**src/rtl/qam_demodulator.sv**
```systemverilog
// rtl/qam_demodulator.sv - 16-QAM symbol slicer, 4-bit serializer and m-sequence lock checker
//
// Ports:
//   clk        in   1   sole clock, rising edge
//   rst        in   1   synchronous active-high reset
//   sym_valid  in   1   Siga/Sigb carry a new symbol this cycle
//   Siga       in   3   in-phase level, two's complement
//   Sigb       in   3   quadrature level, two's complement
//   SigI       out  2   sliced in-phase Gray dibit (registered)
//   SigQ       out  2   sliced quadrature Gray dibit (registered)
//   bit_out    out  1   recovered serial bit, MSB of SigI first
//   bit_valid  out  1   qualifies bit_out
//   m_align    out  1   checker is locked to the 3-stage m-sequence
//   overrun    out  1   one-cycle pulse after a dropped symbol
//   err_cnt    out  16  saturating bit-error count while locked
//
// Build option: QAM_DEMOD_ERRCNT_EN enables the err_cnt counter; when it is
// undefined err_cnt is tied to zero and no counter is built.

module qam_demodulator (
  input  logic        clk,
  input  logic        rst,
  input  logic        sym_valid,
  input  logic [2:0]  Siga,
  input  logic [2:0]  Sigb,
  output logic [1:0]  SigI,
  output logic [1:0]  SigQ,
  output logic        bit_out,
  output logic        bit_valid,
  output logic        m_align,
  output logic        overrun,
  output logic [15:0] err_cnt
);

  typedef enum logic [1:0] {
    HUNT   = 2'd0,
    VERIFY = 2'd1,
    LOCKED = 2'd2
  } chk_state_t;

  // Gray slicer: <=-2 -> 00, -1 -> 01, 0/+1 -> 11, >=+2 -> 10.
  function automatic logic [1:0] slice(input logic [2:0] v);
    logic [1:0] d;
    case (v)
      3'b000, 3'b001: d = 2'b11;
      3'b010, 3'b011: d = 2'b10;
      3'b111:         d = 2'b01;
      default:        d = 2'b00;  // -4, -3, -2
    endcase
    return d;
  endfunction

  // ---------------------------------------------------------------------------
  // Slicer and serializer
  // ---------------------------------------------------------------------------
  logic [1:0] slice_i;
  logic [1:0] slice_q;
  logic [2:0] sh;        // bits still to be shifted out, next one in sh[2]
  logic [1:0] pending;   // number of valid bits left in sh
  logic       accept;

  assign slice_i = slice(Siga);
  assign slice_q = slice(Sigb);

  // pending reaches 0 on the cycle the last bit sits on bit_out, so a new
  // symbol arriving then is taken and the bit streams abut with no gap.
  assign accept = sym_valid && (pending == 2'd0);

  always_ff @(posedge clk) begin
    if (rst) begin
      SigI      <= 2'b00;
      SigQ      <= 2'b00;
      sh        <= 3'b000;
      pending   <= 2'd0;
      bit_out   <= 1'b0;
      bit_valid <= 1'b0;
      overrun   <= 1'b0;
    end else begin
      overrun <= sym_valid && (pending != 2'd0);
      if (accept) begin
        SigI      <= slice_i;
        SigQ      <= slice_q;
        bit_out   <= slice_i[1];
        bit_valid <= 1'b1;
        sh        <= {slice_i[0], slice_q};
        pending   <= 2'd3;
      end else if (pending != 2'd0) begin
        bit_out   <= sh[2];
        bit_valid <= 1'b1;
        sh        <= {sh[1:0], 1'b0};
        pending   <= pending - 2'd1;
      end else begin
        bit_valid <= 1'b0;
      end
    end
  end

  // ---------------------------------------------------------------------------
  // m-sequence checker (x^3 + x + 1 style: next = r[2] ^ r[1])
  // ---------------------------------------------------------------------------
  chk_state_t state, state_n;
  logic [2:0] r, r_n;
  logic [1:0] fill_cnt, fill_n;
  logic [2:0] match_cnt, match_n;
  logic [1:0] miss_cnt, miss_n;
  logic       pred;
  logic       mismatch;

  assign pred     = r[2] ^ r[1];
  assign mismatch = bit_out ^ pred;

  always_ff @(posedge clk) begin
    if (rst) begin
      state     <= HUNT;
      r         <= 3'b000;
      fill_cnt  <= 2'd0;
      match_cnt <= 3'd0;
      miss_cnt  <= 2'd0;
      m_align   <= 1'b0;
    end else begin
      state     <= state_n;
      r         <= r_n;
      fill_cnt  <= fill_n;
      match_cnt <= match_n;
      miss_cnt  <= miss_n;
      // Tracks the state being entered so m_align lines up with the first
      // cycle spent in LOCKED and drops on the first cycle out of it.
      m_align   <= (state_n == LOCKED);
    end
  end

  always_comb begin
    state_n = state;
    r_n     = r;
    fill_n  = fill_cnt;
    match_n = match_cnt;
    miss_n  = miss_cnt;
    if (bit_valid) begin
      case (state)
        HUNT: begin
          r_n = {r[1:0], bit_out};
          if (fill_cnt == 2'd2) begin
            // A zero register would predict zeros forever; refill instead.
            fill_n = 2'd0;
            if (r_n != 3'b000) begin
              state_n = VERIFY;
              match_n = 3'd0;
            end
          end else begin
            fill_n = fill_cnt + 2'd1;
          end
        end
        VERIFY: begin
          r_n = {r[1:0], bit_out};
          if (mismatch) begin
            state_n = HUNT;
            fill_n  = 2'd0;
          end else if (match_cnt == 3'd6) begin
            state_n = LOCKED;
            match_n = 3'd0;
            miss_n  = 2'd0;
          end else begin
            match_n = match_cnt + 3'd1;
          end
        end
        LOCKED: begin
          // Flywheel: run on the local prediction so a corrupted bit does
          // not poison the register.
          r_n = {r[1:0], pred};
          if (mismatch) begin
            if (miss_cnt == 2'd2) begin
              state_n = HUNT;
              fill_n  = 2'd0;
              miss_n  = 2'd0;
            end else begin
              miss_n = miss_cnt + 2'd1;
            end
          end else begin
            miss_n = 2'd0;
          end
        end
        default: begin
          state_n = HUNT;
          fill_n  = 2'd0;
        end
      endcase
    end
  end

  // ---------------------------------------------------------------------------
  // Error counter
  // ---------------------------------------------------------------------------
`ifdef QAM_DEMOD_ERRCNT_EN
  logic        err_inc;
  logic [15:0] err_q;

  assign err_inc = bit_valid && (state == LOCKED) && mismatch;

  always_ff @(posedge clk) begin
    if (rst) begin
      err_q <= 16'd0;
    end else if (err_inc && (err_q != 16'hFFFF)) begin
      err_q <= err_q + 16'd1;
    end
  end

  assign err_cnt = err_q;
`else
  assign err_cnt = 16'd0;
`endif

endmodule

```
**config.mk**
```make
export PLATFORM = sky130hd
export DESIGN_NAME = qam_demodulator
export DESIGN_NICKNAME = d
export VERILOG_FILES = /design/src/rtl/qam_demodulator.sv
export SDC_FILE = /design/constraint.sdc
export NUM_CORES = 1
export LEC_CHECK = 0
export ABC_CLOCK_PERIOD_IN_PS = 3100
export CAP_MARGIN = 20
export CORE_ASPECT_RATIO = 0.8
export CORE_MARGIN = 1
export CORE_UTILIZATION = 52
export DETAILED_ROUTE_END_ITERATION = 12
export PLACE_DENSITY = 0.92
export SLEW_MARGIN = 5
export SYNTH_ARGS = -nofsm -noshare
export SYNTH_HDL_FRONTEND = slang
export SYNTH_SLANG_ARGS = --single-unit
```
**constraint.sdc**
```tcl
create_clock -name clk -period 3.1 [get_ports clk]
set_input_delay 0.465 -clock clk [delete_from_list [all_inputs] [get_ports clk]]
set_output_delay 0.465 -clock clk [all_outputs]
set_load 0.02 [all_outputs]
```
==> results.tsv, run 1 <==
metric	value	unit
post-layout util	0.6369	
ys flop type	dfxtp_1	
CTS resizes	0	
Crit. path cell count	1	
drt wl/cell	12.47	µm
Clock Tree Buf Depth	2	
Final Max Slew Viols	0	
crit path cell chain	clkdlybuf4s50_1	
Clock Latency Late Sink	0.32	ns
Rows	15	
async set-reset flop share out of synthesis	0	
Reg clk slew, reported paths	0.14	ns
setup total negative slack	0	ns
share of post-route cells with drive strength above 1	0.05590	
CP Capture Type	output port	
Synth cell types	42	
crit path capture	bit_valid	
synthesis-stage register bit count	25	
Num CTS Buffers	3	
sequential element share of the synthesized area	0.3795	
reg2reg path depth	4	
startpoint class of the critical path	flop	
Post-route DRC	0	
post-CTS setup buffers	0	
largest net degree at the start of global routing	16	
Port Buffers	16	
first-pass GRT wire length	4146	µm
VDD IR max	0.0002960	V
CP Class	reg -> out	
Critical Path AT	1.51	ns
CTS tree	built	
Final #Nets	172	
depth of the CTS H-tree	1	
Worst path slowest cell	clkdlybuf4s50_1	
status	completed	
Antenna diodes	0	
die height	47.04	µm
vias in the first global route	922	
Worst Path Max Fanout	10	
grt total ovfl	0	
synth-to-layout area growth	9.678	%
GRT Overall Usage	0.2060	
Post-CTS Hold Fix Bufs	0	
drt pass-1 iters	4	
DRT antenna net count	0	
Chip Width	58.31	µm
highest cell delay on the worst timing path	0.67	ns
Syn Inst Count	150	
r2r setup slk	1.21	ns
Avg Inst Size Synth	8.792	µm²
DRT Wirelength	2432	µm
Starting DRT DRC Count	53	
Power Dens Cells	493.3	nW/µm²
post-layout minimum cycle time	1.978	ns
vias	1053	
DP Cell Count	191	
Ports	33	
final hold viol count	0	
antenna violations before repair	0	
Buf+Inv Stages, Crit Path	1	
Leak Pwr	0.0005684	µW
max_cap viols	0	
core area	2271	µm²
worst r2r dst	m_align	
fin crit share	0.6379	
EDFF count, synth	0	
Worst path top cell family by delay	buffers and inverters	
HPWL Detailed	1889	µm
area of the die	2743	µm²
DR vias/cell	5.400	
Critical path origin	bit_valid	
Setup WS post-layout	1.122	ns
Root Buffer	clkbuf_4	
reg-to-reg startpoint	bit_valid	
Fmax	0.5057	GHz
Crit path required time	2.63	ns
unrepaired setup endpoints after global routing	no	
mapped cell area	1319	µm²
min-delay worst type	reg -> reg	
worst slack at placement	1.129	ns
Ys Warns	0	
Initial Util	0.5807	
final setup fails	0	
Final Instance Count excl. Fillers	195	
GP Congestion	0.8390	
Clock Sinks	25	
Worst Clk Skew	0.01509	ns
Hold WS	0.5013	ns
==> where the power goes <==
group / total, µW / internal [µW] / switching, µW
clock network: 142 / 48.3 / 94.0
logic: 195 / 87.1 / 108
registers: 376 / 351 / 24.4
total: 713 / 487 / 227
==> per-stage QoR <==
step                      cell area [µm²]  total power [µW]
after global routing                 1446             756.6
after global placement               1419             567.5
after detailed placement             1419             576.6
after floorplan                      1375             532.1
after CTS                            1446             715.6
final                                1446             713.5
==> kinds of logic (layout without fill, tap and decap cells) <==
| family | Yosys count | after routing | share of synthesized area |
|---|---|---|---|
| buffers and inverters | 29 | 25 | 0.1376 |
| multiplexers | 4 | 4 | 0.03036 |
| AO/OA/AOI/OAI | 33 | 33 | 0.1670 |
| flip-flops | 25 | 25 | 0.3795 |
| AND/OR/NAND/NOR | 54 | 54 | 0.2315 |
| XOR/XNOR | 3 | 3 | 0.04174 |
| other | 1 | 16 | 0.002844 |
| adder cells (fa/ha/maj) | 1 | 1 | 0.009486 |
==> layout by cell type (no fill, tap or decap), types with 2 or more instances in the layout <==
| cell type | instances |
|---|---|
| dfxtp_1 | 25 |
| nor2_1 | 18 |
| conb_1 | 16 |
| clkdlybuf4s50_1 | 16 |
| a21oi_1 | 11 |
| nand2b_1 | 6 |
| a211oi_1 | 6 |
| nand3_1 | 5 |
| inv_1 | 4 |
| nor3_1 | 4 |
| o21ai_0 | 4 |
| mux2i_1 | 4 |
| nor2b_1 | 3 |
| nand2_1 | 3 |
| clkbuf_4 | 3 |
| a311oi_1 | 2 |
| o31ai_1 | 2 |
| nor3b_1 | 2 |
| nand3b_1 | 2 |
| o311ai_0 | 2 |
| or4_1 | 2 |
==> state kept, by name, summed over array words and instances, names as in the netlist <==
| register | count |
|---|---|
| fill_cnt | 2 |
| state | 2 |
| match_cnt | 3 |
| overrun | 1 |
| sh | 3 |
| SigI | 2 |
| SigQ | 2 |
| bit_valid | 1 |
| bit_out | 1 |
| pending | 2 |
| miss_cnt | 2 |
| m_align | 1 |
| r | 3 |
==> layout make-up <==
cell class,count,area [µm²]
flip-flops and latches,25,500.5
inverters,4,15.01
clock inverters,1,5.005
well taps,34,42.54
fillers,182,824.5
repair buffers,17,167.7
multi-input cells,111,693.2
clock buffers,3,22.52
==> how the worst min path moves through the flow <==
stage	depth (start not counted)	startpoint	slack [ns]	to
global placement	1	pending[0]	0.45	pending[0]
CTS	1	pending[0]	0.49	pending[0]
finish	1	pending[0]	0.50	pending[0]
global route	1	pending[0]	0.52	pending[0]
floorplan	1	pending[0]	0.44	pending[0]
detailed placement	1	pending[0]	0.47	pending[0]
==> metal layers <==
layer  vias to the layer above  part of all wire  routed length (µm)  track usage
met5                         -                 0                   0            0
met4                         0            0.0053                  13      0.04286
met3                         2             0.058                 142      0.05785
met2                        48              0.46                1113       0.3632
met1                       482              0.48                1163       0.2589
li1                        521                 -                   -            -
==> Yosys cell counts (all sizes together) (3+ instances only) <==
cell / count / area [µm²]
dfxtp: 25 / 500.5
mux2i: 4 / 40.04
buf: 19 / 143.9
a211oi: 6 / 45.04
nor2b: 3 / 18.77
clkbuf: 6 / 22.52
inv: 4 / 15.01
nor2: 18 / 67.56
nor3: 4 / 20.02
o21ai: 4 / 20.02
or4b: 3 / 33.78
nand2b: 6 / 37.54
nand3: 5 / 25.02
nand2: 3 / 11.26
a21oi: 11 / 55.05
Note: power is estimated with default switching activity, not from simulation.
==> inputs of run 2 (changes only) <==
--- a/config.mk
+++ b/config.mk
@@ -5,13 +5,13 @@
 export SDC_FILE = /design/constraint.sdc
 export NUM_CORES = 1
 export LEC_CHECK = 0
-export ABC_CLOCK_PERIOD_IN_PS = 3100
+export ABC_CLOCK_PERIOD_IN_PS = 1800
 export CAP_MARGIN = 20
 export CORE_ASPECT_RATIO = 0.8
 export CORE_MARGIN = 1
-export CORE_UTILIZATION = 52
+export CORE_UTILIZATION = 43
 export DETAILED_ROUTE_END_ITERATION = 12
-export PLACE_DENSITY = 0.92
+export PLACE_DENSITY = 0.82
 export SLEW_MARGIN = 5
 export SYNTH_ARGS = -nofsm -noshare
 export SYNTH_HDL_FRONTEND = slang
==> constraint.sdc (replaced) <==
create_clock -name clk -period 1.8 [get_ports clk]
set_input_delay 0.27 -clock clk [delete_from_list [all_inputs] [get_ports clk]]
set_output_delay 0.27 -clock clk [all_outputs]
set_load 0.02 [all_outputs]
==> run 2 against run 1 <==
Via count up 1.0%; sequential share of layout area down 1.4 points; worst hold slack worse by 0.019 ns; register-to-register slack worse by 1.1 ns; power up 84%; combinational power up 78%; first-iteration DRC count down 47%; cell count up 4.6%; sequential power up 70%; largest cell class unchanged; highest routed layer is now met3.
==> results.tsv, run 2 (synthesized netlist as in run 1, its figures left out) <==
metric	value	unit	change
Clock Latency Late Sink	0.27	ns	-0.05 ns
Critical Path AT	1.88	ns	+0.37 ns
CTS tree	built		
share of post-route cells with drive strength above 1	0.09036		+0.03446
r2r setup slk	0.13	ns	-1.08 ns
GRT Overall Usage	0.1641		-0.04195
Port Buffers	16		unchanged
Hold WS	0.4820	ns	-0.01930 ns
Num CTS Buffers	3		unchanged
Critical path origin	bit_out		
Final Max Slew Viols	0		unchanged
Ports	33		unchanged
depth of the CTS H-tree	1		unchanged
synth-to-layout area growth	14.42	%	
VDD IR max	0.0005344	V	+81%
most common cell after layout, fill and taps aside	dfxtp_1		
Initial Util	0.4662		-0.1146
Post-route DRC	0		unchanged
DR vias/cell	5.216		-3.4%
setup total negative slack	0	ns	unchanged
status	completed		
worst hold path cell count	1		unchanged
Clock Sinks	25		unchanged
max_cap viols	0		unchanged
final setup fails	0		unchanged
grt met1 use	0.2145		-0.04440
Power Dens Cells	871.6	nW/µm²	+77%
crit path cell chain	xnor3_1, or4b_1, a21oi_1		
area of the die	3294	µm²	+20%
Buf+Inv Stages, Crit Path	0		-1
GR Util met2	0.2748		-0.08840
reg2reg path depth	3		-1
Antenna diodes	0		unchanged
fin area	1509	µm²	+4.3%
Final #Nets	177		+2.9%
CP Capture Type	flop		
Worst path top cell family by delay	simple AND/OR/NAND/NOR gates		
Fmax	0.5983	GHz	
GR peak layer	met2		
GP Congestion	0.8567		+2.1%
core area	2829	µm²	+25%
die height	51.54	µm	+9.6%
unrepaired setup endpoints after global routing	no		
drt wl/cell	11.94	µm	-4.3%
post-layout minimum cycle time	1.671	ns	
min-delay worst type	reg -> reg		
DRT Wirelength	2436	µm	+0.16%
Chip Width	63.92	µm	+9.6%
Worst Path Max Fanout	6		-4
Worst Clk Skew	0.002348	ns	-0.01275 ns
fin crit share	0.9285		
endpoint of the worst hold path	pending[0]		
Starting DRT DRC Count	28		-47%
CP Class	reg -> reg		
post-CTS setup buffers	0		unchanged
DRT antenna net count	0		unchanged
largest net degree at the start of global routing	16		unchanged
Reg clk slew, reported paths	0.08	ns	-0.06 ns
drt pass-1 iters	4		unchanged
startpoint class of the critical path	flop		
reg-to-reg startpoint	bit_out		
Root Buffer	clkbuf_8		
most frequent cells in the layout	dfxtp_1, nor2_1, conb_1, clkdlybuf4s50_1, a21oi_1		
met3 usage	0.04167		-0.01618
antenna violations before repair	0		unchanged
grt total ovfl	0		unchanged
Crit path required time	2.01	ns	-0.62 ns
HPWL Detailed	1861	µm	-1.5%
final hold viol count	0		unchanged
first-pass GRT wire length	4195	µm	+1.2%
Leak Pwr	0.0006018	µW	+5.9%
post-layout util	0.5334		-0.1035
min-delay src	pending[0]		
highest cell delay on the worst timing path	0.53	ns	-0.14 ns
Power, Total	1315	µW	+84%
Clock Tree Buf Depth	2		unchanged
biggest regs	match_cnt x3, r x3, sh x3		
worst r2r dst	miss_cnt[1]		
vias in the first global route	955		+3.6%
Rows	17		+2
Placement Cell Area	1463	µm²	+3.1%
Worst path slowest cell	or4b_1		
vias	1064		+1.0%
## run 2: what timing repair did
action | CTS | global route
endpoints found under the hold margin | 0 | 0
hold buffers | 0 | 0
setup endpoints to repair | 0 | 1
resized for setup | 0 | 1
## run 2: metrics by stage
stage	setup WS, ns	cells
2_1_floorplan	0.03557	165
3_3_place_gp	0.2256	200
3_5_place_dp	0.1434	200
4_1_cts	0.1387	204
5_1_grt	0.04159	204
6_report	0.1287	204
## run 2: layer usage
layer | vias up | part of all wire
met5 | - | 0
met2 | 36 | 0.47
met3 | 0 | 0.053
met4 | 0 | 0
li1 | 535 | -
met1 | 493 | 0.48
## run 2: where the power goes
part | switching, µW | internal, µW | total, µW
clock | 175 | 155 | 330
sequential | 33.1 | 605 | 638
combinational | 191 | 157 | 347
total | 399 | 917 | 1320
## run 2: worst register-to-register path, stage by stage (launching register included)
cell     delay (ns)
dfxtp_1        0.43
xnor3_1        0.50
or4b_1         0.53
a21oi_1        0.15
## run 2: area by class of cell
cell class	count	area [µm²]
multi-input cells	111	693.2
clock buffers	3	41.29
well taps	38	47.55
fillers	261	1320
flip-flops and latches	25	501.7
inverters	4	15.01
repair buffers	22	205.2
clock inverters	1	5.005
## run 2: worst max path at each step
stage             endpoint  depth (start not counted)
6_report       miss_cnt[1]                          3
5_1_grt        miss_cnt[1]                          3
4_1_cts        miss_cnt[1]                          3
3_5_place_dp   miss_cnt[1]                          3
3_3_place_gp   miss_cnt[1]                          3
2_1_floorplan      m_align                          5
==> inputs of run 3 (changes only) <==
==> constraint.sdc (replaced) <==
create_clock -name clk -period 1.8 [get_ports clk]
set_input_delay 0.18 -clock clk [delete_from_list [all_inputs] [get_ports clk]]
set_output_delay 0.18 -clock clk [all_outputs]
set_load 0.02 [all_outputs]
==> run 3 against run 2 <==
First-iteration DRC count is 32% higher; worst setup slack gained 0.019 ns; global-route usage down 0.080 points; sequential power about the same; clock power barely moved; clock-buffer cell count grew 1; sequential share of layout area barely moved; power barely moved; final area about the same; critical endpoint unchanged.
==> results.tsv, run 3 (synthesized netlist as in run 1, its figures left out) <==
metric	value	unit	change
status	completed		
Filler Cell Count	246		-5.7%
highest cell delay on the worst timing path	0.52	ns	about the same
core area	2829	µm²	unchanged
fin crit share	0.9179		-0.01062
most common cell after layout, fill and taps aside	dfxtp_1		
register area	501.7	µm²	unchanged
Clock Tree Buf Depth	2		unchanged
Final #Nets	177		unchanged
CTS resizes	0		unchanged
post-layout minimum cycle time	1.652	ns	-0.01912 ns
Leak Pwr	0.0005991	µW	-0.45%
Buf+Inv Stages, Crit Path	0		unchanged
Reg clk slew, reported paths	0.09	ns	about the same
Power Dens Cells	873.1	nW/µm²	+0.17%
final hold viol count	0		unchanged
Starting DRT DRC Count	37		+32%
Clock Sinks	25		unchanged
Crit path required time	2.00	ns	about the same
grt total ovfl	0		unchanged
crit path cell chain	xnor3_1, or4b_1, a21oi_1		
Port Buffers	16		unchanged
HPWL Detailed	1909	µm	+2.6%
die height	51.54	µm	unchanged
Worst path top cell family by delay	simple AND/OR/NAND/NOR gates		
VDD IR max	0.0003650	V	-32%
DRT antenna net count	0		unchanged
Rows	17		unchanged
Post-CTS Hold Fix Bufs	0		unchanged
biggest regs	match_cnt x3, r x3, sh x3		
Ports	33		unchanged
drt wl/cell	12.08	µm	+1.1%
area of the die	3294	µm²	unchanged
largest net degree at the start of global routing	16		unchanged
antenna violations before repair	0		unchanged
share of post-route cells with drive strength above 1	0.08434		-0.006024
min-delay worst type	reg -> reg		
DR vias/cell	5.186		-0.56%
Critical Path AT	1.86	ns	-0.02 ns
Worst Path Max Fanout	6		unchanged
startpoint class of the critical path	flop		
Worst Clk Skew	0.006529	ns	+0.004181 ns
multi-input logic area	693.2	µm²	unchanged
CTS tree	built		
Fmax	0.6052	GHz	+1.2%
Final Max Slew Viols	0		unchanged
Chip Width	63.92	µm	unchanged
synth-to-layout area growth	14.33	%	about the same
Root Buffer	clkbuf_8		
most frequent cells in the layout	dfxtp_1, nor2_1, conb_1, clkdlybuf4s50_1, a21oi_1		
post-layout util	0.5330		about the same
Post-route DRC	0		unchanged
post-CTS setup buffers	0		unchanged
vias in the first global route	986		+3.2%
max_cap viols	0		unchanged
Clock Latency Late Sink	0.26	ns	about the same
GRT Overall Usage	0.1633		-0.0007979
Initial Util	0.4662		unchanged
unrepaired setup endpoints after global routing	no		
depth of the CTS H-tree	1		unchanged
vias	1058		-0.56%
Antenna diodes	0		unchanged
setup total negative slack	0	ns	unchanged
Worst path slowest cell	or4b_1		
Num CTS Buffers	3		unchanged
first-pass GRT wire length	4215	µm	+0.48%
drt pass-1 iters	4		unchanged
Hold WS	0.5029	ns	+0.02092 ns
CP Class	reg -> reg		
DRT Wirelength	2464	µm	+1.1%
final setup fails	0		unchanged
CP Capture Type	flop		
GP Congestion	0.8797		+2.7%
-- run 3: cell count changes in the layout (fill, tap and decap cells not counted) --
cell | previous run | this run
o311ai_0 | 1 | 2
o311ai_1 | 1 | 0
clkinv_2 | 1 | 0
clkbuf_1 | 0 | 1
-- run 3: per-layer routing --
| layer | up-vias | track usage | wire, µm |
|---|---|---|---|
| met5 | - | 0 | 0 |
| met4 | 0 | 0.06818 | 0 |
| met3 | 0 | 0.01754 | 112 |
| met2 | 35 | 0.2801 | 1215 |
| met1 | 493 | 0.2106 | 1136 |
| li1 | 530 | - | - |
-- run 3: worst paths after layout --
kind	from	cells after the start	slack [ns]	to
worst max-delay path	bit_out	3	0.15	miss_cnt[1]
worst min-delay path	SigQ[1]	2	0.50	SigQ[1]
worst max register to register	bit_out	3	0.15	miss_cnt[1]
worst min register to register	SigQ[1]	2	0.50	SigQ[1]
-- run 3: power breakdown --
part	total, µW	internal (µW)	switching [µW]
clock network	328	158	170
logic	349	157	192
registers	640	605	34.8
-- run 3: worst min-delay path: stages (launching register included) --
cell	delay [ns]
dfxtp_1	0.31
nor2_1	0.09
a211oi_1	0.05
-- run 3: area by class of cell --
type | instances | area share
flip-flops and latches | 25 | 0.3328
multi-input cells | 111 | 0.4597
clock buffers | 4 | 0.02988
well taps | 38 | 0.03154
inverters | 4 | 0.009958
repair buffers | 22 | 0.1361
-- run 3: through the flow --
step / cell area, µm² / power [µW] / worst slack (ns) / cells
6_report: 1508 / 1316 / 0.1478 / 204
4_1_cts: 1508 / 1318 / 0.1608 / 204
2_1_floorplan: 1376 / 917.0 / 0.03557 / 165
5_1_grt: 1508 / 1376 / 0.03946 / 204
3_3_place_gp: 1463 / 984.0 / 0.2268 / 200
3_5_place_dp: 1463 / 998.9 / 0.1755 / 200
